[src/rtl/graphics_pkg.sv]
// -----------------------------------------------------------------------------
// graphics_pkg
//
// Purpose:
//   Shared definitions for the geometry front end of the 3D rendering
//   pipeline: default coordinate/tag/pixel widths, screen-size constants,
//   the projection FSM state encoding and the camera-space vertex record
//   exchanged with the transformation stage.
//
// Ports:
//   (package, no ports)
// -----------------------------------------------------------------------------
package graphics_pkg;

    // Default coordinate format: signed Q8.8 fixed point.
    localparam int COORD_W    = 16;
    localparam int COORD_FRAC = 8;

    // Default screen coordinate and vertex-tag widths.
    localparam int PIX_W_DEF  = 12;
    localparam int ID_W_DEF   = 8;

    // Default viewport size in pixels.
    localparam int SCREEN_W_DEF = 640;
    localparam int SCREEN_H_DEF = 480;

    // Projection FSM: idle, iterative divide, multiply/clamp, output hold.
    typedef enum logic [1:0] {
        PROJ_IDLE = 2'd0,
        PROJ_DIV  = 2'd1,
        PROJ_MUL  = 2'd2,
        PROJ_OUT  = 2'd3
    } proj_state_e;

    // Camera-space vertex as produced by the transformation stage.
    typedef struct packed {
        logic signed [COORD_W-1:0] x;
        logic signed [COORD_W-1:0] y;
        logic signed [COORD_W-1:0] z;
    } vertex_t;

endpackage

[src/rtl/seq_udiv.sv]
// -----------------------------------------------------------------------------
// seq_udiv
//
// Purpose:
//   Unsigned restoring divider producing one quotient bit per clock.
//   The start cycle already performs the first iteration on the incoming
//   operands, so a full NUM_W-bit quotient takes NUM_W clock edges counting
//   the start edge. done_o pulses for one cycle once the quotient is complete
//   and quo_o then holds its value until the next start.
//
// Ports:
//   clk      in   rising-edge clock
//   rst      in   synchronous active-high reset
//   start_i  in   load operands and begin a division
//   num_i    in   NUM_W-bit dividend
//   den_i    in   DEN_W-bit divisor (must be non-zero, DEN_W <= NUM_W)
//   busy_o   out  division in progress
//   done_o   out  one-cycle pulse, quotient valid
//   quo_o    out  NUM_W-bit quotient, held after done
// -----------------------------------------------------------------------------
module seq_udiv #(
    parameter int NUM_W = 32,
    parameter int DEN_W = 16
) (
    input  logic             clk,
    input  logic             rst,
    input  logic             start_i,
    input  logic [NUM_W-1:0] num_i,
    input  logic [DEN_W-1:0] den_i,
    output logic             busy_o,
    output logic             done_o,
    output logic [NUM_W-1:0] quo_o
);

    localparam int CNT_W = $clog2(NUM_W + 1);

    logic [NUM_W-1:0] rem_q, rem_d;
    logic [NUM_W-1:0] quo_q, quo_d;
    logic [NUM_W-1:0] den_q;
    logic [CNT_W-1:0] cnt_q;
    logic             busy_q;
    logic             done_q;

    logic [NUM_W-1:0] cur_rem;
    logic [NUM_W-1:0] cur_quo;
    logic [NUM_W-1:0] cur_den;
    logic [NUM_W:0]   trial;
    logic [NUM_W:0]   diff;

    // One restoring-division step. On the start cycle the step works on the
    // fresh operands instead of the registers, which saves a cycle of latency.
    // The dividend is shifted out of the top of the quotient register while
    // quotient bits are shifted in at the bottom.
    always_comb begin
        cur_rem = start_i ? '0 : rem_q;
        cur_quo = start_i ? num_i : quo_q;
        cur_den = start_i ? NUM_W'(den_i) : den_q;
        trial   = {cur_rem, cur_quo[NUM_W-1]};
        diff    = trial - {1'b0, cur_den};
        rem_d   = trial[NUM_W-1:0];
        quo_d   = {cur_quo[NUM_W-2:0], 1'b0};
        if (!diff[NUM_W]) begin
            rem_d = diff[NUM_W-1:0];
            quo_d = {cur_quo[NUM_W-2:0], 1'b1};
        end
    end

    // Iteration control: the counter tracks how many quotient bits have been
    // produced; the last step clears busy and raises done for one cycle.
    always_ff @(posedge clk) begin
        if (rst) begin
            rem_q  <= '0;
            quo_q  <= '0;
            den_q  <= '0;
            cnt_q  <= '0;
            busy_q <= 1'b0;
            done_q <= 1'b0;
        end else if (start_i) begin
            rem_q  <= rem_d;
            quo_q  <= quo_d;
            den_q  <= cur_den;
            cnt_q  <= CNT_W'(1);
            busy_q <= 1'b1;
            done_q <= 1'b0;
        end else if (busy_q) begin
            rem_q <= rem_d;
            quo_q <= quo_d;
            cnt_q <= cnt_q + CNT_W'(1);
            if (cnt_q == CNT_W'(NUM_W - 1)) begin
                busy_q <= 1'b0;
                done_q <= 1'b1;
            end
        end else begin
            done_q <= 1'b0;
        end
    end

    assign busy_o = busy_q;
    assign done_o = done_q;
    assign quo_o  = quo_q;

endmodule

[src/rtl/vertex_projection.sv]
// -----------------------------------------------------------------------------
// vertex_projection
//
// Purpose:
//   Perspective divide plus viewport mapping for one camera-space vertex per
//   handshake. inv = floor(FOCAL * 2^(2*FRAC) / z) is computed by a shared
//   sequential divider, then px = (x*inv) >>> 2*FRAC, py likewise, and the
//   screen point (SCREEN_W/2 + px, SCREEN_H/2 - py) is clamped to the
//   viewport. Vertices at or behind the near plane skip the divide and are
//   flagged as clipped. Depth and the vertex tag pass through unchanged.
//
// Ports:
//   clk          in   rising-edge clock
//   rst          in   synchronous active-high reset
//   s_valid      in   input vertex valid
//   s_ready      out  block can accept a vertex (idle)
//   s_x/s_y/s_z  in   camera-space coordinates, signed Q(W-FRAC).FRAC
//   s_id         in   vertex index tag
//   m_valid      out  projected vertex valid
//   m_ready      in   downstream accepts
//   m_sx/m_sy    out  screen coordinates, unsigned pixels
//   m_depth      out  z passthrough
//   m_id         out  tag passthrough
//   m_clip       out  vertex at or behind near plane, sx/sy forced to 0
//   m_offscreen  out  projected point was clamped to the screen edge
// -----------------------------------------------------------------------------
module vertex_projection
    import graphics_pkg::*;
#(
    parameter int W        = COORD_W,
    parameter int FRAC     = COORD_FRAC,
    parameter int FOCAL    = 256,
    parameter int NUM_W    = 32,
    parameter int NEAR_Z   = 64,
    parameter int SCREEN_W = SCREEN_W_DEF,
    parameter int SCREEN_H = SCREEN_H_DEF,
    parameter int PIX_W    = PIX_W_DEF,
    parameter int ID_W     = ID_W_DEF
) (
    input  logic                clk,
    input  logic                rst,
    input  logic                s_valid,
    output logic                s_ready,
    input  logic signed [W-1:0] s_x,
    input  logic signed [W-1:0] s_y,
    input  logic signed [W-1:0] s_z,
    input  logic [ID_W-1:0]     s_id,
    output logic                m_valid,
    input  logic                m_ready,
    output logic [PIX_W-1:0]    m_sx,
    output logic [PIX_W-1:0]    m_sy,
    output logic [W-1:0]        m_depth,
    output logic [ID_W-1:0]     m_id,
    output logic                m_clip,
    output logic                m_offscreen
);

    // Product width large enough that x*inv never overflows.
    localparam int PW    = W + NUM_W + 1;
    localparam int SHIFT = 2 * FRAC;

    localparam logic [NUM_W-1:0]     NUMERATOR = NUM_W'(FOCAL) << SHIFT;
    localparam logic signed [W-1:0]  NEAR_Z_S  = W'(NEAR_Z);
    localparam logic signed [PW-1:0] HALF_W    = PW'(SCREEN_W / 2);
    localparam logic signed [PW-1:0] HALF_H    = PW'(SCREEN_H / 2);
    localparam logic signed [PW-1:0] MAX_X     = PW'(SCREEN_W - 1);
    localparam logic signed [PW-1:0] MAX_Y     = PW'(SCREEN_H - 1);

    proj_state_e state_q, state_d;

    logic signed [W-1:0] x_q;
    logic signed [W-1:0] y_q;
    logic [PIX_W-1:0]    m_sx_q;
    logic [PIX_W-1:0]    m_sy_q;
    logic [W-1:0]        m_depth_q;
    logic [ID_W-1:0]     m_id_q;
    logic                m_clip_q;
    logic                m_offscreen_q;

    logic             accept;
    logic             is_clip;
    logic             div_start;
    logic             div_busy;
    logic             div_done;
    logic [NUM_W-1:0] inv;

    logic signed [PW-1:0] x_ext, y_ext, inv_ext;
    logic signed [PW-1:0] prod_x, prod_y;
    logic signed [PW-1:0] px, py;
    logic signed [PW-1:0] sx_raw, sy_raw;
    logic [PIX_W-1:0]     sx_c, sy_c;
    logic                 off_c;

    assign s_ready   = (state_q == PROJ_IDLE);
    assign m_valid   = (state_q == PROJ_OUT);
    assign accept    = s_valid && s_ready;
    assign is_clip   = (s_z <= NEAR_Z_S);
    assign div_start = accept && !is_clip;

    // Divisor is the raw z; only vertices beyond the near plane start a divide,
    // so it is always positive and non-zero.
    seq_udiv #(
        .NUM_W (NUM_W),
        .DEN_W (W)
    ) u_div (
        .clk     (clk),
        .rst     (rst),
        .start_i (div_start),
        .num_i   (NUMERATOR),
        .den_i   (s_z),
        .busy_o  (div_busy),
        .done_o  (div_done),
        .quo_o   (inv)
    );

    // Projection arithmetic: signed coordinate times zero-extended reciprocal,
    // arithmetic shift floors toward minus infinity, then viewport offset and
    // per-axis clamping. Screen y grows downward, hence the subtraction.
    always_comb begin
        x_ext   = {{(PW-W){x_q[W-1]}}, x_q};
        y_ext   = {{(PW-W){y_q[W-1]}}, y_q};
        inv_ext = {{(PW-NUM_W){1'b0}}, inv};
        prod_x  = x_ext * inv_ext;
        prod_y  = y_ext * inv_ext;
        px      = prod_x >>> SHIFT;
        py      = prod_y >>> SHIFT;
        sx_raw  = HALF_W + px;
        sy_raw  = HALF_H - py;
        off_c   = 1'b0;
        sx_c    = sx_raw[PIX_W-1:0];
        sy_c    = sy_raw[PIX_W-1:0];
        if (sx_raw[PW-1]) begin
            sx_c  = '0;
            off_c = 1'b1;
        end else if (sx_raw > MAX_X) begin
            sx_c  = PIX_W'(SCREEN_W - 1);
            off_c = 1'b1;
        end
        if (sy_raw[PW-1]) begin
            sy_c  = '0;
            off_c = 1'b1;
        end else if (sy_raw > MAX_Y) begin
            sy_c  = PIX_W'(SCREEN_H - 1);
            off_c = 1'b1;
        end
    end

    // State register.
    always_ff @(posedge clk) begin
        if (rst) begin
            state_q <= PROJ_IDLE;
        end else begin
            state_q <= state_d;
        end
    end

    // Next-state logic. Clipped vertices skip straight to the output state.
    // Dropping out of DIV without done only happens if the divider was
    // somehow idle, and returning to IDLE avoids waiting forever.
    always_comb begin
        state_d = state_q;
        unique case (state_q)
            PROJ_IDLE: begin
                if (s_valid) begin
                    state_d = is_clip ? PROJ_OUT : PROJ_DIV;
                end
            end
            PROJ_DIV: begin
                if (div_done) begin
                    state_d = PROJ_MUL;
                end else if (!div_busy) begin
                    state_d = PROJ_IDLE;
                end
            end
            PROJ_MUL: begin
                state_d = PROJ_OUT;
            end
            PROJ_OUT: begin
                if (m_ready) begin
                    state_d = PROJ_IDLE;
                end
            end
            default: begin
                state_d = PROJ_IDLE;
            end
        endcase
    end

    // Vertex latch and output registers. Inputs are captured only on accept,
    // so later input changes cannot disturb an in-flight vertex; outputs only
    // change in IDLE or MUL and therefore stay frozen while waiting in OUT.
    always_ff @(posedge clk) begin
        if (rst) begin
            x_q           <= '0;
            y_q           <= '0;
            m_sx_q        <= '0;
            m_sy_q        <= '0;
            m_depth_q     <= '0;
            m_id_q        <= '0;
            m_clip_q      <= 1'b0;
            m_offscreen_q <= 1'b0;
        end else begin
            if (accept) begin
                x_q       <= s_x;
                y_q       <= s_y;
                m_depth_q <= s_z;
                m_id_q    <= s_id;
                if (is_clip) begin
                    m_sx_q        <= '0;
                    m_sy_q        <= '0;
                    m_clip_q      <= 1'b1;
                    m_offscreen_q <= 1'b0;
                end
            end
            if (state_q == PROJ_MUL) begin
                m_sx_q        <= sx_c;
                m_sy_q        <= sy_c;
                m_clip_q      <= 1'b0;
                m_offscreen_q <= off_c;
            end
        end
    end

    assign m_sx        = m_sx_q;
    assign m_sy        = m_sy_q;
    assign m_depth     = m_depth_q;
    assign m_id        = m_id_q;
    assign m_clip      = m_clip_q;
    assign m_offscreen = m_offscreen_q;

endmodule
[config.mk]
export PLATFORM = sky130hd
export DESIGN_NAME = vertex_projection
export DESIGN_NICKNAME = d
export VERILOG_FILES = /design/src/rtl/graphics_pkg.sv /design/src/rtl/seq_udiv.sv /design/src/rtl/vertex_projection.sv
export SDC_FILE = /design/constraint.sdc
export NUM_CORES = 2
export LEC_CHECK = 0
export CAP_MARGIN = 25
export CORE_ASPECT_RATIO = 0.8
export CORE_UTILIZATION = 41
export DETAILED_ROUTE_END_ITERATION = 12
export SYNTH_ARGS = -nofsm -noshare
export SYNTH_HDL_FRONTEND = slang
export SYNTH_HIERARCHICAL = 1
export SYNTH_SLANG_ARGS = --single-unit
[constraint.sdc]
create_clock -name clk -period 11.54 [get_ports clk]
set_clock_uncertainty 0.05 [all_clocks]
set_input_delay 1.154 -clock clk [delete_from_list [all_inputs] [get_ports clk]]
set_output_delay 1.154 -clock clk [all_outputs]
set_load 0.01 [all_outputs]
### Word-level counts from Yosys, hierarchy flattened

Index checks and enable logic that the tools add are counted.

* add/sub/neg operators: 4
* multipliers: 2
* divide/modulo/power cells: 0
* $lt $le $gt $ge: 3
* equality and inequality tests: 7
* shifts and indexed selects: 0
* muxes and demuxes: 35
* bitwise gates (word level): 1
* reduce and logical (&&, ||, !) cells: 13

Operators with widths (number)
* two-way mux 32 bit: 8
* multiplier 16 x 33 -> 49 bit: 2
* two-way mux 12 bit: 8
* adder 10 x 33 -> 34 bit (first input constant): 1
* > comparator 34 x 10 -> 1 bit (second input constant): 1
* > comparator 34 x 11 -> 1 bit (second input constant): 1
* subtractor 9 x 33 -> 34 bit (first input constant): 1
* subtractor 33 x 32 -> 33 bit: 1
* less-or-equal comparator 16 x 8 -> 1 bit (second input constant): 1
* two-way mux 1 bit: 13
* two-way mux 2 bit: 5
* one-hot mux 2 bit (4 select lines): 1
* adder 6 x 1 -> 6 bit (second input constant): 1
* equality test 6 x 5 -> 1 bit (second input constant): 1
* nonzero test 2 bit: 3
* equality test 2 bit (second input constant): 2
* AND reduction 2 bit: 2
* OR reduction 2 bit: 2
* inequality test 3 bit (second input constant): 1
* AND reduction 3 bit: 1
* OR reduction 3 bit: 1
* equality test 2 x 1 -> 1 bit (second input constant): 1
* logical AND 1 bit: 2
* logical NOT 2 bit: 1
* other kinds (4): 4

* register bits: 188
* bits in latches: 0
* bits in writable memories: 0
* bits in read-only memories: 0
* input port bits: 60
* output and inout bits: 52
* word-level logic and storage cells: 81
* memories: 0

### Logic depth before layout (Yosys ltp)

* depth in word-level cells: 8
* depth in mapped cells: 34
* mapped depth without buffers: 31

### Cells and area by module

The synthesis kept the hierarchy.

Modules (own cells, without submodules)
* vertex_projection: times used 1, cells each 4776, area each 39173.8 um^2, sequential area each 1681.6 um^2
* seq_udiv: times used 1, cells each 762, area each 6149.6 um^2, sequential area each 2082.0 um^2

### Least setup slack after synthesis

No wires, ideal clock.

* path type: register -> register
* start point: reg u_div.quo_q[21], in the netlist u_div/quo_o[21]
* end point: reg m_sx_q[8], in the netlist m_sx[8]
* setup time: 0.070 ns
* arrival time: 7.927 ns
* required time: 11.420 ns
* slack: 3.492 ns
* cell stages (with the launch flop): 32
* buffers on the path: 4
* period minus slack after synthesis: 8.048 ns
* path through: dfxtp_1 > clkbuf_1 > nand2_1 > fa_1 > inv_1 > fa_1 > inv_1 > fa_1 > inv_1 > fa_1 > fa_1 > inv_1 > fa_1 > inv_1 > ha_1 > buf_2 > and4_1 > nor2b_1 > and2_1 > or4_1 > nor3_1 > nor4_1 > and4_1 > buf_2 > and4_1 > buf_4 > xnor2_1 > or4_4 > a2111oi_4 > nand4_2 > or4_1 > a21oi_1

* cells in the longest elaborated chain, start to end: 6

RTL lines
* start: declaration: line seq_udiv.sv:38 `logic [NUM_W-1:0] quo_q, quo_d;`
* start signal: assignment: line seq_udiv.sv:80 `quo_q <= quo_d;`
* start signal: assignment: line seq_udiv.sv:87 `quo_q <= quo_d;`
* multiplier 16 x 33 -> 49 bit *: line vertex_projection.sv:123 `prod_x = x_ext * inv_ext;`
* adder 10 x 33 -> 34 bit *: line vertex_projection.sv:127 `sx_raw = HALF_W + px;`
* > comparator 34 x 11 -> 1 bit: line vertex_projection.sv:135 `end else if (sx_raw > MAX_X) begin`
* two-way mux 12 bit: line vertex_projection.sv:135
* two-way mux 12 bit *: line vertex_projection.sv:132 `if (sx_raw[PW-1]) begin`
* two-way mux 12 bit *: line vertex_projection.sv:215 `if (state_q == PROJ_MUL) begin`
* end signal: assignment: line vertex_projection.sv:196 `m_sx_q <= '0;`
* end signal: assignment: line vertex_projection.sv:209 `m_sx_q <= '0;`
* end signal: assignment: line vertex_projection.sv:216 `m_sx_q <= sx_c;`
* end: declaration: line vertex_projection.sv:73 `logic [PIX_W-1:0] m_sx_q;`

Mark *: on every way between the ends. The rest lies on a longest branch, timed or not.
A chain may end at the register's enable or synchronous reset.

### Final worst setup path

* start point: reg y_q[15]
* end point: reg m_offscreen_q, in the netlist m_offscreen

* cells in the longest elaborated chain, start to end: 6

RTL lines
* start: declaration: line vertex_projection.sv:72 `logic signed [W-1:0] y_q;`
* start signal: assignment: line vertex_projection.sv:205 `y_q <= s_y;`
* multiplier 16 x 33 -> 49 bit *: line vertex_projection.sv:124 `prod_y = y_ext * inv_ext;`
* subtractor 9 x 33 -> 34 bit *: line vertex_projection.sv:128 `sy_raw = HALF_H - py;`
* > comparator 34 x 10 -> 1 bit: line vertex_projection.sv:142 `end else if (sy_raw > MAX_Y) begin`
* two-way mux 1 bit: line vertex_projection.sv:142
* two-way mux 1 bit *: line vertex_projection.sv:139 `if (sy_raw[PW-1]) begin`
* two-way mux 1 bit *: line vertex_projection.sv:215
* end signal: assignment: line vertex_projection.sv:201 `m_offscreen_q <= 1'b0;`
* end signal: assignment: line vertex_projection.sv:212 `m_offscreen_q <= 1'b0;`
* end signal: assignment: line vertex_projection.sv:219 `m_offscreen_q <= off_c;`
* end: declaration: line vertex_projection.sv:78 `logic m_offscreen_q;`

Marked as above.

==> results.sh <==
export IMPL_die_width_um=374
export IMPL_via_per_inst=5.28
export IMPL_postSynth_asyncResetShare_pct=0
export IMPL_fin_ws_ps=1150
export IMPL_met1_length_um=61700
export IMPL_antenna_cells=0
export IMPL_antenna_found_initial=1
export IMPL_holdPathEnd="m_sx[9]$_SDFFE_PP0P_"
export IMPL_period_minus_slack_ps=10390
export IMPL_required_ps=11880
export IMPL_synth_top_family_by_area="adder cells"
export IMPL_max_freq_mhz=96.3
export IMPL_dr_wl_met3_um=7050
export IMPL_num_rows=108
export IMPL_top_layer_used="met4"
export IMPL_cts_buffer_depth=2
export IMPL_ys_ff_latch=188
export IMPL_holdCritStartpoint="m_sx[9]$_SDFFE_PP0P_"
export IMPL_muxShareOfSynthArea_pct=1.45
export IMPL_die_area_um2=112000
export IMPL_cts_resized=0
export IMPL_slowest_stage="dfxtp_1"
export IMPL_ios=112
export IMPL_postSynthCellCount=5538
export IMPL_port_buffers=111
export IMPL_wl_um=124000
export IMPL_finalPower_uw=3720
export IMPL_drv_slew=0
export IMPL_synthAdderAreaFrac_pct=46.2
export IMPL_syn_cell_area_um2=45300
export IMPL_reg2reg_from="y_q[15]$_SDFFE_PP0P_"
export IMPL_ys_warn_count=6
export IMPL_path_class="register to register"
export IMPL_syn_area_per_cell_um2=8.18
export IMPL_syn2layout_area_growth_pct=6.91
export IMPL_synth_edff_count=0
export IMPL_clk_pin_slew_ps=80
export IMPL_hold_path_class="register to register"
export IMPL_grt_usage_pct=23.2
export IMPL_power_density_nw_per_um2=76.8
export IMPL_maxCapViolCount=0
export IMPL_drtIter0Drc=2872
export IMPL_worst_setup_path_end_kind="register"
export IMPL_r2r_end="m_offscreen$_SDFFE_PP0P_"
export IMPL_hold_depth=2
export IMPL_relSlewSlack_pct=26.7
export IMPL_insertion_delay_ps=560
export IMPL_core_um2=109000
export IMPL_ys_seq_area_share_pct=8.30
export IMPL_dpl_hpwl_um=98400
export IMPL_cts_tree="yes"
export IMPL_path_common_cell="fa_1"
export IMPL_ant_nets=0
export IMPL_gp_congestion=0.898
export IMPL_hold_viol=0
export IMPL_ys_types=104
export IMPL_wl_per_cell_um=18.0
export IMPL_ctsRootBufferMaster="clkbuf_16"
export IMPL_worst_pin_slew_ps=1100
export IMPL_synth_area_top_cells="fa_1 (37%), ha_1 (9.4%), inv_1 (8.8%), dfxtp_1 (8.3%), nand2_1 (7.6%)"
export IMPL_synth_top_area_cell="fa_1"
export IMPL_cts_setup_buffers=0
export IMPL_ctsHoldBuffers=0
export IMPL_r2r_cells=25
export IMPL_ys_flop_type="dfxtp_1"
export IMPL_pre_cts_ws_ps=1280
export IMPL_start_util_pct=41.6
export IMPL_tns_ps=0
export IMPL_rsz0062_at_grt="no"
export IMPL_gr_total_overflow=0
export IMPL_drt_pass1_iterations=6
export IMPL_ir_drop_mv=0.134
export IMPL_utilization_pct=44.4
export IMPL_path_max_fanout=20
export IMPL_p_leak_uw=0.0231
export IMPL_fin_crit_sh_pct=90.0
export IMPL_status="finished clean"
export IMPL_synth_compound_area_share_pct=10.2
export IMPL_grt_pass1_vias=36900
export IMPL_cp_start_kind="register"
export IMPL_numCtsBuffers=17
export IMPL_clock_sinks=188
export IMPL_cp_arrival_ps=10720
export IMPL_htree_levels=4
export IMPL_finalSetupViolations=0
export IMPL_layout_drive_gt1_share_pct=3.34
export IMPL_grt_max_degree=90
export IMPL_r2r_slack_ps=1150
export IMPL_drc=0
export IMPL_cpPeakStageDelay_ps=840
export IMPL_dr_wl_met2_um=53900
export IMPL_finalNetCount=6701
export IMPL_yosys_area_share_simple_pct=20.3
export IMPL_die_h_um=299
export IMPL_grt_pass1_wl_um=206000
export IMPL_synthXorXnorAreaFrac_pct=1.95
export IMPL_num_vias=36500
export IMPL_synth_top_area_share_pct=36.9
[worst max path at each step]
stage,startpoint,endpoint,cells after the start
floorplan,u_div/quo_o[21]$_SDFFE_PP0P_,m_sx[8]$_SDFFE_PP0P_,31
global placement,y_q[15]$_SDFFE_PP0P_,m_offscreen$_SDFFE_PP0P_,25
detailed placement,y_q[15]$_SDFFE_PP0P_,m_offscreen$_SDFFE_PP0P_,25
CTS,y_q[15]$_SDFFE_PP0P_,m_offscreen$_SDFFE_PP0P_,25
global route,y_q[15]$_SDFFE_PP0P_,m_offscreen$_SDFFE_PP0P_,25
finish,y_q[15]$_SDFFE_PP0P_,m_offscreen$_SDFFE_PP0P_,25
[flip-flops by register name, summed over array words and instances (netlist names)]
| register | count |
|---|---|
| u_div/den_q | 32 |
| u_div/quo_o | 32 |
| u_div/rem_q | 32 |
| m_depth | 16 |
| x_q | 16 |
| y_q | 16 |
| m_sx | 12 |
| m_sy | 12 |
| m_id | 8 |
| u_div/cnt_q | 6 |
| state_q | 2 |
| m_clip | 1 |
| m_offscreen | 1 |
| u_div/busy_o | 1 |
| u_div/done_o | 1 |
[worst max-delay path: cells and delay by family, from the launching register on]
kind / cells / cell delay, ps
DFF: 1 / 840
buffers and inverters: 3 / 730
xor gates and xnor gates: 1 / 200
and+or+nand+nor: 9 / 3460
AOI/OAI and AO/OA: 5 / 1650
adders and majority gates: 7 / 3250
[cell usage after synthesis, drive strengths merged, types with 27 or more instances]
cell,instances
inv,1064
nand2,925
fa,835
and2,400
ha,339
clkbuf,277
nor2,257
a21oi,250
dfxtp,188
o21ai,104
mux2i,60
nor3,58
xnor2,58
nand4,49
a21o,46
xor2,42
nand3,41
nand2b,40
nor2b,40
buf,32
a31oi,27
and3,27
o21a,27
[through the flow]
step	std cells	hold slack (ps)	instance area (um^2)
after floorplan	5568	380	45400
after global placement	6874	390	47700
after detailed placement	6877	394	47800
after CTS	6909	408	48400
after global routing	6910	420	48500
final	6910	402	48500
[layout make-up]
class / instances / area, um^2
Timing Repair Buffer: 189 / 1760
Tap cell: 1430 / 1790
Multi-Input combinational cell: 4006 / 36500
Clock inverter: 14 / 220
Inverter: 1065 / 4000
Sequential cell: 188 / 3780
Clock buffer: 18 / 429
Fill cell: 10800 / 60600
[power by group]
group | internal (uW) | leakage, uW | switching [uW] | total, uW
clock | 334 | 0.000311 | 348 | 683
sequential | 712 | 0.00154 | 97.4 | 810
combinational | 847 | 0.0213 | 1380 | 2230
total | 1890 | 0.0231 | 1830 | 3720
[logic make-up (layout without fill, tap and decap cells)]
logic type | Yosys count | count (layout)
AO/OA/AOI/OAI | 697 | 697
XOR/XNOR | 100 | 100
adder cells (fa/ha/maj) | 1174 | 1174
buffers and inverters | 1374 | 1286
flip-flops | 188 | 188
multiplexers | 64 | 64
other | 2 | 32
AND/OR/NAND/NOR | 1939 | 1939
[placed cells by master (no fill, tap or decap), types with 74 or more instances in the layout]
cell,synthesis,layout
nor2_1,255,254
inv_1,1064,1064
and2_1,399,398
nand2_1,923,922
fa_1,835,835
ha_1,339,339
a21oi_1,249,248
buf_4,4,74
dfxtp_1,188,176
clkdlybuf4s50_1,0,110
o21ai_0,94,94
[per-layer routing]
| layer | track usage, % | vias to the layer above |
|---|---|---|
| li1 | - | 17000 |
| met1 | 35.5 | 18500 |
| met3 | 2.90 | 67 |
| met4 | 4.23 | 0 |
| met5 | 0 | - |
| met2 | 35.2 | 975 |
Note: power is estimated with default switching activity, not from simulation.
